--- config.mk ---
export PLATFORM = sky130hd
export DESIGN_NAME = roll_button_ctrl
export DESIGN_NICKNAME = d
export VERILOG_FILES = /design/src/rtl/roll_button_ctrl.sv
export SDC_FILE = /design/constraint.sdc
export NUM_CORES = 1
export LEC_CHECK = 0
export CAP_MARGIN = 10
export CORE_MARGIN = 3
export CORE_UTILIZATION = 30
export CTS_CLUSTER_SIZE = 14
export DETAILED_ROUTE_END_ITERATION = 8
export SLEW_MARGIN = 20
export SYNTH_ARGS = -nofsm -noshare
export SYNTH_HDL_FRONTEND = slang
export SYNTH_SLANG_ARGS = --single-unit
--- constraint.sdc ---
create_clock -name CLK -period 2.2 [get_ports CLK]
set_clock_uncertainty 0.15 [all_clocks]
set_input_delay 0.44 -clock CLK [delete_from_list [all_inputs] [get_ports CLK]]
set_output_delay 0.44 -clock CLK [all_outputs]
set_load 0.01 [all_outputs]
--- src/rtl/roll_button_ctrl.sv ---
// Roll-button front end: synchronizes and debounces two raw buttons, then
// sequences die-1 / die-2 roll requests as single-cycle registered pulses.
module roll_button_ctrl #(
  parameter int unsigned DB_CYCLES = 12000
) (
  input  logic CLK,
  input  logic reset,
  input  logic btn1,
  input  logic btn2,
  input  logic roll_en,
  output logic Rb1,
  output logic Rb2,
  output logic busy
);

  localparam int unsigned CNT_W = 16;
  localparam int unsigned N_BTN = 2;
  localparam logic [CNT_W-1:0] CNT_LAST = CNT_W'(DB_CYCLES - 1);

  typedef enum logic [1:0] {
    IDLE = 2'd0,
    ARM2 = 2'd1,
    HOLD = 2'd2
  } state_t;

  logic [N_BTN-1:0] btn_raw;
  logic [N_BTN-1:0] sync_q1;
  logic [N_BTN-1:0] sync_q2;
  logic [N_BTN-1:0] deb_q;
  logic [N_BTN-1:0] deb_d;
  logic [N_BTN-1:0] press;
  logic [CNT_W-1:0] cnt_q [N_BTN];

  state_t state;
  state_t state_n;
  logic   rb1_n;
  logic   rb2_n;

  assign btn_raw = {btn2, btn1};

  // Synchronizers, debounce counters and the delayed level for edge detection
  always_ff @(posedge CLK or negedge reset) begin
    if (!reset) begin
      sync_q1 <= '0;
      sync_q2 <= '0;
      deb_q   <= '0;
      deb_d   <= '0;
      for (int i = 0; i < int'(N_BTN); i++) begin
        cnt_q[i] <= '0;
      end
    end else begin
      sync_q1 <= btn_raw;
      sync_q2 <= sync_q1;
      deb_d   <= deb_q;
      for (int i = 0; i < int'(N_BTN); i++) begin
        if (sync_q2[i] == deb_q[i]) begin
          cnt_q[i] <= '0;
        end else if (cnt_q[i] == CNT_LAST) begin
          deb_q[i] <= sync_q2[i];
          cnt_q[i] <= '0;
        end else begin
          cnt_q[i] <= cnt_q[i] + CNT_W'(1);
        end
      end
    end
  end

  // Only a debounced rise is a press; a held level never repeats
  assign press = deb_q & ~deb_d;

  always_ff @(posedge CLK or negedge reset) begin
    if (!reset) begin
      state <= IDLE;
      Rb1   <= 1'b0;
      Rb2   <= 1'b0;
    end else begin
      state <= state_n;
      Rb1   <= rb1_n;
      Rb2   <= rb2_n;
    end
  end

  always_comb begin
    state_n = state;
    rb1_n   = 1'b0;
    rb2_n   = 1'b0;
    unique case (state)
      IDLE: begin
        if (press[0] && roll_en) begin
          rb1_n   = 1'b1;
          state_n = ARM2;
        end
      end
      ARM2: begin
        if (press[1]) begin
          rb2_n   = 1'b1;
          state_n = HOLD;
        end
      end
      HOLD: begin
        if (deb_q == '0) begin
          state_n = IDLE;
        end
      end
      default: state_n = IDLE;
    endcase
  end

  assign busy = (state != IDLE);

endmodule

; Word-level counts from Yosys, hierarchy flattened
; Cells that the tools add are included.
[classes]
n_addsub = 2
eq_ne = 9
n_mux = 12
bitwise = 4
reduce_logical = 7
[op_table]
columns = op, count
row1 = $mux 16, 4
row2 = $add 16x1->16 const B, 2
row3 = $eq 16x14->1 const B, 2
row4 = $mux 2, 3
row5 = $ne 2x2->1 const B, 3
row6 = $pmux 2 s3, 1
row7 = $logic_not 2->1, 2
row8 = $mux 1, 4
row9 = $reduce_and 2->1, 2
row10 = $reduce_and 3->1, 1
row11 = $and 2x2->2, 1
row12 = $eq 1x1->1, 2
row13 = $eq 2x1->1 const B, 1
row14 = $eq 2x2->1 const B, 1
row15 = $not 1->1, 2
row16 = $not 2->2, 1
row17 = $reduce_bool 2->1, 1
row18 = $logic_and 1x1->1, 1
[totals]
ff_bits = 44
elab_cells = 44

; Depth between registers and ports, before layout
[depth]
word_depth = 5
depth_mapped = 8

; Least setup slack after synthesis
; Ideal clock, no wire load.
[synth_path]
path_kind = register -> register
start = reg cnt_q[5] in the netlist's numbering
end = reg deb_q[1]
setup_time_ns = 0.125
arrival_time_ns = 1.769
required_time_ns = 1.925
path_slack_ns = 0.156
stages_incl_launch_ff = 4
period_less_slack_ns = 2.044
path_cell_list = dfrtp_1 > or4b_1 > or4_4 > mux2_4
[synth_between]
elab_chain_len = 2
[synth_rtl]
columns = item, line
row1 = start: declaration, 32  ; logic [CNT_W-1:0] cnt_q [N_BTN];
row2 = start signal: indexed assignment, 62  ; cnt_q[i] <= cnt_q[i] + CNT_W'(1);
row3 = $eq 16x14->1, 58  ; end else if (cnt_q[i] == CNT_LAST) begin
row4 = $reduce_and 2->1 (no source line), -
row5 = end signal: indexed assignment, 59  ; deb_q[i] <= sync_q2[i];
row6 = end: declaration, 29  ; logic [N_BTN-1:0] deb_q;
; No other way between the ends.
; A chain may end at the register's enable or synchronous reset.

; Final worst setup path
[layout_path]
start = reg state[0]
end = out busy
[layout_between]
elab_chain_len = 1
[layout_rtl]
columns = item, line
row1 = start: declaration, 34  ; state_t state;
row2 = start signal: assignment, 77  ; state <= state_n;
row3 = $reduce_bool 2->1, 109  ; assign busy = (state != IDLE);
row4 = end: declaration, 13  ; output logic busy
; No other way between the ends.

==> reports/results.ini <==
[placed_design]
hpwl_mm=2.46
io_buffers=7
gp_congestion=0.814
dpl_cell_area_sq_um=2180

[final_layout]
seqCellArea_sq_um=1100
postLayoutCellArea_sq_um=2300
multi_input_area_sq_um=862
areaGrowthSynthToFinish_pct=13.6
layout-drive-gt1-share_pct=8.25
n_antenna_cell=0
fillers=648
final_nets=212
final_common_cell=dfrtp_1
final_cell_mix=dfrtp_1 (44), nor2_1 (39), xnor2_1 (18)

[sta]
setup_viol=0
fmax_mhz=482
finalSetupTns_ns=0
report.final.slew_viol_count=0
finalHoldViolations=0
max_slew.worst_pin.slew_ns=0.502
rsz0062_at_grt=no
worst_slew_margin_rel_pct=66.5
final.period_utilization_pct=94.3
min_period_ns=2.07

[critical_path]
end_kind=output port
path_cells=or2_2 > clkdlybuf4s50_1
path_class=flip-flop to output port
arrival_ns=1.48
cp_max_fo=5
cpPeakStageDelay_ns=0.48
slowest_stage=clkdlybuf4s50_1
cpLargestDelayFamily=buffers and inverters
cp-start-kind=flip-flop
worstPathRequired_ns=1.61
worst-path-buf-inv=1

[grt]
grt_pass1_wl_mm=6.29
grt_use_total_pct=10.3
grt-ovfl-total=0
antenna_found_initial=0
grt_busiest_layer=met2
use_met2_pct=17.1
grt_max_degree=24
use_met3_pct=2.63
grtUsageMet1_pct=12.9
grt_pass1_vias=1359

[clock_tree]
htree_levels=2
clkSinkCount=44
cts-root-buf=clkbuf_8
cts_buffers=5
cts.clk_slew.worst_paths_ns=0.08
clockBufferDepth=2
cts_setup_buffers=0
insertion_delay_ns=0.29
cts_tree=yes
cts_resized=0

[floorplan]
io_pins=8
core_area_sq_um=6420
rows=29
die_y_um=88.1
die-area_sq_um=7760
die_w_um=88.1
start_util_pct=31.5

[job]
drv_cap=0

[power]
p_switching_mw=0.317
p_int_mw=1.18
seqPwrFrac_pct=55.7
irDropWorstVdd_mv=0.273
leakage_nw=0.958
pwr-share-comb_pct=3.8
power_mw=1.50
swShare_pct=21.2
p_per_area_nw_per_um2=652
clock_power_share_pct=40.5

[yosys]
yosysWarnings=0
syn_area_sq_um=2020
ys_ff_latch=44
seq_area_frac_synth_pct=54.5
avgSynthCellArea_sq_um=10.4
ys_types=31
netlist_instances=194
synth_nets=201

[drt]
viasPerCell=4.76
ant_nets=0
drtPass1Iterations=4
wire_per_inst_um=12.5
drt-initial-drc-count=23
drt_wl_total_mm=3.55
dr_total_vias=1346
drt_drc_violations_left=0

[worst_hold_path]
hold_class=flip-flop to flip-flop

[status]
status=complete, no violations

synthesized netlist by cell type, drive strengths merged:
cell type | instances | area [sq um]
and3 | 1 | 6.26
nand3 | 9 | 45.0
buf | 3 | 23.8
nor3 | 5 | 25.0
nand4bb | 1 | 11.3
nand4 | 11 | 68.8
a21oi | 2 | 10.0
mux2 | 1 | 15.0
or4b | 1 | 10.0
or4 | 1 | 11.3
o21ai | 2 | 10.0
and4 | 6 | 52.6
and2 | 1 | 6.26
nor4 | 6 | 37.5
xnor2 | 18 | 158
o2bb2ai | 1 | 8.76
clkbuf | 4 | 15.0
a31o | 1 | 8.76
nor2 | 39 | 146
nand2 | 10 | 37.5
nand3b | 1 | 7.51
dfrtp | 44 | 1100
and4b | 2 | 20.0
inv | 5 | 18.8
ha | 2 | 25.0
or2 | 2 | 12.5
xor2 | 11 | 96.3
nand2b | 4 | 32.5
timing repair:
| action | in CTS | in global routing |
|---|---|---|
| hold buffers | 1 | 0 |
| hold endpoints to repair | 21 | 0 |
| endpoints found under the setup margin | 0 | 0 |
layout make-up:
class                   instances  area share [%]
clock inverters                 2            1.53
multi-input cells             138            37.5
clock buffers                   6            3.16
well taps                      77            4.20
inverters                       5           0.817
flip-flops and latches         44            48.0
repair buffers                 11            4.80
per-stage QoR:
step	worst slack [ns]	utilization (%)	instances	hold slack (ns)
6_report	0.126	35.7	283	0.232
4_1_cts	0.113	35.7	283	0.239
5_1_grt	0.0625	35.7	283	0.244
3_5_place_dp	0.157	33.9	274	0.220
2_1_floorplan	0.156	-	194	-0.00559
3_3_place_gp	0.174	33.9	274	0.216
final timing paths:
path                                  from          to  cells after the start  slack [ns]
worst max-delay path              state[0]        busy                      2        0.13
worst min-delay path            sync_q1[1]  sync_q2[1]                      0        0.23
worst max register to register   cnt_q[14]    deb_q[1]                      3        0.15
worst min register to register  sync_q1[1]  sync_q2[1]                      0        0.23
max in group asynchronous            reset    cnt_q[7]                      3        0.92
min in group asynchronous            reset   cnt_q[27]                      2        0.50
metal layers:
metal	wire length, um	part of all wire [%]
met1	1690	48
met2	1670	47
met3	111	3.1
met4	72	2.0
met5	0	0
sequential cells by signal (all words and copies together) (netlist names):
register and flops:
Rb1 1, Rb2 1, cnt_q 32, deb_d 2
deb_q 2, state 2, sync_q1 2, sync_q2 2
power groups by stage:
stage / clock network [mW] / logic, mW / registers, mW
2_1_floorplan: 0 / 0.0286 / 0.847
3_3_place_gp: 0 / 0.0578 / 0.850
3_5_place_dp: 0 / 0.0590 / 0.850
4_1_cts: 0.626 / 0.0605 / 0.834
5_1_grt: 0.657 / 0.0670 / 0.836
6_report: 0.606 / 0.0575 / 0.834
cell families after synthesis:
kind of cell,after synthesis,share of synthesized area (%)
AOI/OAI and AO/OA,6,1.86
xor gates and xnor gates,29,12.6
adders and majority gates,2,1.24
buffers and inverters,12,2.85
DFF,44,54.5
muxes,1,0.743
and+or+nand+nor,100,26.3
Power figures use the tool's default switching activity.
